**config.mk**
```make
export PLATFORM = sky130hd
export DESIGN_NAME = llr_frame_feeder_flat
export DESIGN_NICKNAME = d
export VERILOG_FILES = /design/src/rtl/llr_frame_feeder_if.sv /design/src/rtl/llr_frame_feeder.sv /design/src/flat_wrapper.sv
export SDC_FILE = /design/constraint.sdc
export NUM_CORES = 1
export LEC_CHECK = 0
export CAP_MARGIN = 20
export CORE_MARGIN = 8
export CORE_UTILIZATION = 58
export DETAILED_ROUTE_END_ITERATION = 16
export GPL_TIMING_DRIVEN = 0
export PLACE_DENSITY = 0.88
export SKIP_LAST_GASP = 1
export SYNTH_ARGS = -nofsm -noshare
export SYNTH_HDL_FRONTEND = slang
export SYNTH_SLANG_ARGS = --single-unit
export TNS_END_PERCENT = 100
```
**constraint.sdc**
```tcl
create_clock -name clk -period 2.24 [get_ports clk]
set_input_delay 0.336 -clock clk [delete_from_list [all_inputs] [get_ports clk]]
set_output_delay 0.336 -clock clk [all_outputs]
set_load 0.01 [all_outputs]
```
**src/rtl/llr_frame_feeder_if.sv**
```systemverilog
// Stream bundle around the LLR frame feeder: input LLR stream, decoder
// injection port, decoder status, and the result handshake.
//
// Handshake rules (both s_* and r_* channels): a beat transfers on a rising
// clk edge where valid & ready are both 1; the producer keeps data stable and
// valid asserted until that edge, and valid never depends on ready.
// The d_* channel has no ready: the decoder must take every d_val beat.
interface llr_frame_feeder_if #(
    parameter int N      = 12,
    parameter int W      = 6,
    parameter int IN_W   = 8,
    parameter int LANES  = 1,
    parameter int LOOP_W = 7
) ();
    logic signed [IN_W-1:0]    s_data;
    logic                      s_val;
    logic                      s_rdy;

    logic [LANES*W-1:0]        d_data;
    logic                      d_val;
    logic                      d_first;

    logic                      dec_o_val;
    logic [N-1:0]              dec_estimate;
    logic [LOOP_W-1:0]         dec_loop;

    logic [N-1:0]              r_estimate;
    logic                      r_timeout;
    logic                      r_sat;
    logic                      r_val;
    logic                      r_rdy;

    // Environment side: LLR source, decoder and result consumer.
    modport master (
        output s_data, s_val, dec_o_val, dec_estimate, dec_loop, r_rdy,
        input  s_rdy, d_data, d_val, d_first, r_estimate, r_timeout, r_sat, r_val
    );

    // Feeder side.
    modport slave (
        input  s_data, s_val, dec_o_val, dec_estimate, dec_loop, r_rdy,
        output s_rdy, d_data, d_val, d_first, r_estimate, r_timeout, r_sat, r_val
    );
endinterface

```
**src/rtl/llr_frame_feeder.sv**
```systemverilog
// LLR frame feeder: saturates incoming LLRs into a ping-pong frame buffer,
// streams each full frame to the LDPC decoder LANES LLRs per cycle, waits for
// convergence or iteration exhaustion and holds the hard-decision result
// until the consumer takes it. dbg_state mirrors the FSM for observation.
module llr_frame_feeder #(
    parameter int N        = 12,
    parameter int W        = 6,
    parameter int IN_W     = 8,
    parameter int LANES    = 1,
    parameter int LOOP_W   = 7,
    parameter int LOOP_MAX = 100
) (
    input  logic                clk,
    input  logic                xrst,
    llr_frame_feeder_if.slave   bus,
    output logic [1:0]          dbg_state
);
    localparam int BEATS = N / LANES;
    localparam int AW    = (N > 1) ? $clog2(N) : 1;
    localparam int BW    = (BEATS > 1) ? $clog2(BEATS) : 1;
    // Symmetric clamp limits expressed at input width.
    localparam logic signed [IN_W-1:0] SAT_HI = IN_W'((1 << (W - 1)) - 1);
    localparam logic signed [IN_W-1:0] SAT_LO = -SAT_HI;

    typedef enum logic [1:0] {
        IDLE = 2'd0,
        FEED = 2'd1,
        WAIT = 2'd2,
        HOLD = 2'd3
    } state_t;

    state_t         state, state_nx;

    logic [W-1:0]   mem [2][N];
    logic [1:0]     full;
    logic [1:0]     sat;
    logic           wbank;
    logic           rbank;
    logic [AW-1:0]  wcnt;
    logic [BW-1:0]  bcnt;
    logic           live;

    logic [W-1:0]   llr_sat;
    logic           llr_clamp;
    logic           accept;
    logic           last_beat;
    logic           capture;
    logic           release_bank;

    assign accept       = bus.s_val & bus.s_rdy;
    assign last_beat    = (bcnt == BW'(BEATS - 1));
    assign capture      = (state == WAIT) &&
                          (bus.dec_o_val || (bus.dec_loop == LOOP_W'(LOOP_MAX)));
    assign release_bank = (state == HOLD) && bus.r_rdy;
    assign dbg_state    = state;

    // Clamp the incoming LLR to the symmetric decoder range and flag clamps.
    always_comb begin
        llr_clamp = 1'b0;
        llr_sat   = bus.s_data[W-1:0];
        if ($signed(bus.s_data) > SAT_HI) begin
            llr_sat   = SAT_HI[W-1:0];
            llr_clamp = 1'b1;
        end else if ($signed(bus.s_data) < SAT_LO) begin
            llr_sat   = SAT_LO[W-1:0];
            llr_clamp = 1'b1;
        end
    end

    // Frame buffer storage; contents need no reset since full flags gate use.
    always_ff @(posedge clk) begin
        if (accept) begin
            mem[wbank][wcnt] <= llr_sat;
        end
    end

    // Bank bookkeeping: load pointer, full/sat flags, bank release on result.
    // Loading only targets a non-full bank and release only a full one, so
    // both updates touch different banks when they coincide.
    always_ff @(posedge clk or negedge xrst) begin
        if (!xrst) begin
            live  <= 1'b0;
            full  <= 2'b00;
            sat   <= 2'b00;
            wbank <= 1'b0;
            rbank <= 1'b0;
            wcnt  <= '0;
        end else begin
            live <= 1'b1;
            if (release_bank) begin
                full[rbank] <= 1'b0;
                rbank       <= ~rbank;
            end
            if (accept) begin
                if (wcnt == '0) begin
                    sat[wbank] <= llr_clamp;
                end else begin
                    sat[wbank] <= sat[wbank] | llr_clamp;
                end
                if (wcnt == AW'(N - 1)) begin
                    wcnt        <= '0;
                    full[wbank] <= 1'b1;
                    wbank       <= ~wbank;
                end else begin
                    wcnt <= wcnt + AW'(1);
                end
            end
        end
    end

    // FSM state register and beat counter for the FEED phase.
    always_ff @(posedge clk or negedge xrst) begin
        if (!xrst) begin
            state <= IDLE;
            bcnt  <= '0;
        end else begin
            state <= state_nx;
            if (state == FEED && !last_beat) begin
                bcnt <= bcnt + BW'(1);
            end else begin
                bcnt <= '0;
            end
        end
    end

    // FSM next-state logic.
    always_comb begin
        state_nx = state;
        case (state)
            IDLE:    if (full[rbank])  state_nx = FEED;
            FEED:    if (last_beat)    state_nx = WAIT;
            WAIT:    if (capture)      state_nx = HOLD;
            HOLD:    if (bus.r_rdy)    state_nx = IDLE;
            default:                   state_nx = IDLE;
        endcase
    end

    // Handshake and decoder-side outputs derived from state and flags.
    always_comb begin
        bus.s_rdy   = live & ~full[wbank];
        bus.d_val   = (state == FEED);
        bus.d_first = (state == FEED) && (bcnt == '0);
        bus.r_val   = (state == HOLD);
        bus.d_data  = '0;
        if (state == FEED) begin
            for (int l = 0; l < LANES; l++) begin
                bus.d_data[l*W +: W] = mem[rbank][AW'(bcnt * LANES + l)];
            end
        end
    end

    // Result capture: convergence takes priority over iteration exhaustion.
    always_ff @(posedge clk or negedge xrst) begin
        if (!xrst) begin
            bus.r_estimate <= '0;
            bus.r_timeout  <= 1'b0;
            bus.r_sat      <= 1'b0;
        end else if (capture) begin
            bus.r_estimate <= bus.dec_estimate;
            bus.r_timeout  <= ~bus.dec_o_val;
            bus.r_sat      <= sat[rbank];
        end
    end
endmodule

```
**src/flat_wrapper.sv**
```systemverilog
// flat-port wrapper written by rule: the top's interface ports become plain ports
module llr_frame_feeder_flat 
#(
    parameter int N        = 12,
    parameter int W        = 6,
    parameter int IN_W     = 8,
    parameter int LANES    = 1,
    parameter int LOOP_W   = 7,
    parameter int LOOP_MAX = 100
)
  (clk, xrst, dbg_state, bus_s_data, bus_s_val, bus_dec_o_val, bus_dec_estimate, bus_dec_loop, bus_r_rdy, bus_s_rdy, bus_d_data, bus_d_val, bus_d_first, bus_r_estimate, bus_r_timeout, bus_r_sat, bus_r_val);
  llr_frame_feeder_if #(.N(N), .W(W), .IN_W(IN_W), .LANES(LANES), .LOOP_W(LOOP_W)) bus_i ();
  input  logic clk;
  input  logic xrst;
  output logic [1:0] dbg_state;
  input wire logic [$bits(bus_i.s_data)-1:0] bus_s_data;
  input wire logic [$bits(bus_i.s_val)-1:0] bus_s_val;
  input wire logic [$bits(bus_i.dec_o_val)-1:0] bus_dec_o_val;
  input wire logic [$bits(bus_i.dec_estimate)-1:0] bus_dec_estimate;
  input wire logic [$bits(bus_i.dec_loop)-1:0] bus_dec_loop;
  input wire logic [$bits(bus_i.r_rdy)-1:0] bus_r_rdy;
  output wire logic [$bits(bus_i.s_rdy)-1:0] bus_s_rdy;
  output wire logic [$bits(bus_i.d_data)-1:0] bus_d_data;
  output wire logic [$bits(bus_i.d_val)-1:0] bus_d_val;
  output wire logic [$bits(bus_i.d_first)-1:0] bus_d_first;
  output wire logic [$bits(bus_i.r_estimate)-1:0] bus_r_estimate;
  output wire logic [$bits(bus_i.r_timeout)-1:0] bus_r_timeout;
  output wire logic [$bits(bus_i.r_sat)-1:0] bus_r_sat;
  output wire logic [$bits(bus_i.r_val)-1:0] bus_r_val;
  assign bus_i.s_data = bus_s_data;
  assign bus_i.s_val = bus_s_val;
  assign bus_i.dec_o_val = bus_dec_o_val;
  assign bus_i.dec_estimate = bus_dec_estimate;
  assign bus_i.dec_loop = bus_dec_loop;
  assign bus_i.r_rdy = bus_r_rdy;
  assign bus_s_rdy = bus_i.s_rdy;
  assign bus_d_data = bus_i.d_data;
  assign bus_d_val = bus_i.d_val;
  assign bus_d_first = bus_i.d_first;
  assign bus_r_estimate = bus_i.r_estimate;
  assign bus_r_timeout = bus_i.r_timeout;
  assign bus_r_sat = bus_i.r_sat;
  assign bus_r_val = bus_i.r_val;
  llr_frame_feeder #(.N(N), .W(W), .IN_W(IN_W), .LANES(LANES), .LOOP_W(LOOP_W), .LOOP_MAX(LOOP_MAX)) u_core (.clk(clk), .xrst(xrst), .bus(bus_i), .dbg_state(dbg_state));
endmodule
```
==> summary.md <==
| Metric | Value |
|---|---|
| Tcrit/Tclk final | `114%` |
| Worst vdd ir | `0.000682 V` |
| Vias in the first global route | `4731` |
| EDFF count, synth | `144` |
| TritonCTS Buffers | `17` |
| Maximum number of pins on one net before global-route repair | `25` |
| Ant. Diodes | `0` |
| Share of cells above drive strength 1 | `27.2%` |
| Synth cell count leaders | `144 x edfxtp_1, 52 x mux2i_1, 46 x nor2_1, 31 x dfrtp_1, 26 x nand2_1` |
| Comb pwr share | `35.4%` |
| Vias | `4583` |
| I/O pin count | `58` |
| Failing checks | `negative setup slack` |
| FF+latch count, synth | `175` |
| PortBufs | `55` |
| Total power divided by cell area | `1170 nW/µm²` |
| Cell accounting for the most synthesized area | `edfxtp_1` |
| Max Cap Viol | `0` |
| Initial Util | `58.9%` |
| Setup TNS | `-1770 ps` |
| Clk root buf | `clkbuf_16` |
| Max Freq | `391 MHz` |
| Static Leak | `3.33 nW` |
| RSZ-0062 raised after global routing | `yes` |
| Post-DP HPWL | `11000 µm` |
| Hold Vio Cnt, Final | `0` |
| Global-route wire length before repair | `25900 µm` |
| Worst setup SP type | `flop` |
| Iteration-0 DRC Markers | `528` |
| CP max stage cell | `dfrtp_1` |
| Critical path, cell by cell | `inv_2 > ha_4 > buf_8 > nand3b_1 > buf_6 > buf_6 > a21oi_4 > nand3_2 > nand3_2 > buf_6` |
| Post-Syn Instances | `about 470` |
| Most common cell in the netlist | `edfxtp_1` |
| CP max FO | `4` |
| Final worst setup slack | `-316 ps` |
| Synthesized area per cell | `15.7 µm²` |
| Worst path most repeated cell | `buf_6` |
| Yosys warns | `0` |
| Die X | `129 µm` |
| Syn_nets | `514` |
| Worst setup path class | `flop to output port` |
| CTS tree | `done` |
| Seq pwr share | `38.0%` |
| Sequential share of the synthesized area | `about 70%` |
| Worst slew margin | `24.4%` |
| Clk Latency, worst-skew pair | `430 ps` |
| Min cycle time layout | `approximately 2600 ps` |
| Final ANT Viol Nets | `0` |
| Row count | `just over 40` |
| Synth-to-layout area growth | `25.0%` |
| Hold/Removal Path Class | `primary input to asynchronous set/reset pin` |
| Worst path max stage delay | `400 ps` |
| CORE AREA | `12600 µm²` |
| Status | `finished with violations` |
| Pre-antenna DRT Iters | `5` |
| Int Pwr | `7.39 mW` |
| Nets@finish | `614` |
| Final Instance Area | `9260 µm²` |
| Die ar. | `16600 µm²` |
| Fin. max-slew vios | `0` |
| Asr flop ratio synth | `around 18%` |
| Sink Count | `175` |
| Placed Area | `between 8000 and 9000 µm²` |
| Synth Flop Type | `edfxtp_1` |
| R2R Path Start | `u_core.wbank$_DFFE_PN0P_` |
| DRT Wirelength | `17100 µm` |
| Routed length per instance | `between 20 and 25 µm` |
| Nature of the critical path endpoint | `output port` |
| GRT Overall Usage | `a little over a fifth` |
| WP data arrival | `2220 ps` |
| Netlist cell types | `45` |
| Vias/cell | `6.05` |
| H-tree depth | `4` |
| Finished Core Util | `73.6%` |
| Top cell type's share of synthesized area | `58.4%` |
| Die Ht | `129 µm` |
| FF-to-FF path depth | `4` |
| Deepest clock path buffer count | `2` |
| Worst clock skew | `around 7.2 ps` |
| Reg2Reg Setup Slack | `0 ps` |
| Worst-Margin Slew | `1130 ps` |
| Initial antenna violation count | `0` |
| Final Setup Violations | `6` |
| Psw | `3.40 mW` |
| GPL Wtd Cong | `0.890` |
| Clk slew on worst S/H paths | `70 ps` |
| Post-route DRC | `0` |
| Switching share of power | `31.5%` |
| Top area cells in the synthesized netlist | `edfxtp_1 58%, dfrtp_1 10%, mux2i_1 7.0%` |
| Post-Synthesis Cell Area | `7400 µm²` |
| RR Endpoint | `u_core.mem[0][68]$_DFFE_PP_` |
| Critical Path RT | `1900 ps` |
| Total gr overflow | `0` |
| Clock Power Share | `26.6%` |
-- layer usage --
layer | vias to the layer above | wire length, µm | track usage [%]
li1 | 1997 | - | -
met1 | 2274 | 6480 | 24.7
met2 | 265 | 8420 | 34.8
met4 | 0 | 622 | 10.4
met3 | 47 | 1610 | 6.99
met5 | - | 0 | 0
-- power groups by stage --
stage	clock network [mW]	logic, mW	registers, mW
finish	2.87	3.82	4.10
global route	3.03	4.05	4.14
CTS	2.88	3.58	4.09
detailed placement	0	3.23	4.14
global placement	0	3.10	4.11
floorplan	0	2.01	4.17
-- kinds of logic after synthesis --
family | Yosys count | share of synthesized area [%]
AOI/OAI and AO/OA | 58 | 5.42
xor gates and xnor gates | 2 | 0.237
buffers and inverters | 32 | 2.86
muxes | 80 | 13.2
DFF | 175 | 68.9
other | 1 | 0.0506
adders and majority gates | 10 | 1.69
and+or+nand+nor | 114 | 7.65
-- sequential cells by signal (all words and copies together) (netlist names) --
register and count:
u_core.mem 144, u_core.bus.r_estimate 12, u_core.bcnt 4, u_core.wcnt 4, u_core.dbg_state 2, u_core.full 2, u_core.sat 2, u_core.bus.r_sat 1
u_core.bus.r_timeout 1, u_core.live 1, u_core.rbank 1, u_core.wbank 1
-- stage by stage --
step	worst slack, ps	instances	hold WS [ps]	power [mW]
detailed placement	-591	704	480	7.37
global placement	-671	699	473	7.22
CTS	-237	752	424	10.5
global route	-353	757	497	11.2
finish	-316	757	427	10.8
floorplan	280	472	40.4	6.18
-- worst max-delay path: cells and delay by family (launching register included) --
family                     cells  cell delay [ps]
adders and majority gates      1              160
buffers and inverters          5              640
and+or+nand+nor                3              470
DFF                            1              400
AOI/OAI and AO/OA              1              110
-- layout by cell type (no fill, tap or decap), types with 8 or more instances in the layout --
cell	count
mux2_1	9
clkbuf_16	17
o211ai_1	10
mux2i_1	48
nor2_2	17
buf_4	19
clkdlybuf4s50_1	47
inv_1	9
nor2_1	28
mux4_2	10
ha_1	9
a22oi_2	8
edfxtp_1	144
nand2_1	26
buf_8	9
a22oi_1	10
buf_6	13
dfrtp_1	29
-- layout make-up --
cell class,count,area (µm²)
Clock inverter,15,146
Fill cell,732,3310
Buffer,21,233
Clock buffer,17,425
Tap cell,172,215
Multi-Input combinational cell,265,2320
Inverter,11,41.3
Sequential cell,175,5100
Timing Repair Buffer,81,777
-- worst max path at each step --
stage                                     from                     endpoint  depth (start not counted)
3_3_place_gp                     bus_s_data[2]  u_core.mem[0][14]$_DFFE_PP_                          5
3_5_place_dp   u_core.dbg_state[1]$_DFFE_PN0P_                bus_d_data[2]                          8
4_1_cts               u_core.rbank$_DFFE_PN0N_                bus_d_data[2]                          6
2_1_floorplan  u_core.dbg_state[1]$_DFFE_PN0P_                bus_d_data[5]                          6
6_report       u_core.dbg_state[1]$_DFFE_PN0P_                bus_d_data[5]                         10
5_1_grt        u_core.dbg_state[1]$_DFFE_PN0P_                bus_d_data[3]                          9
-- timing repair --
action,4_1_cts,5_1_grt
hold buffers,0,0
setup buffers,15,6
pin swaps,7,13
resized for setup,67,47
cloned,1,0
setup endpoints to repair,48,96
Note: power is estimated with default switching activity, not from simulation.
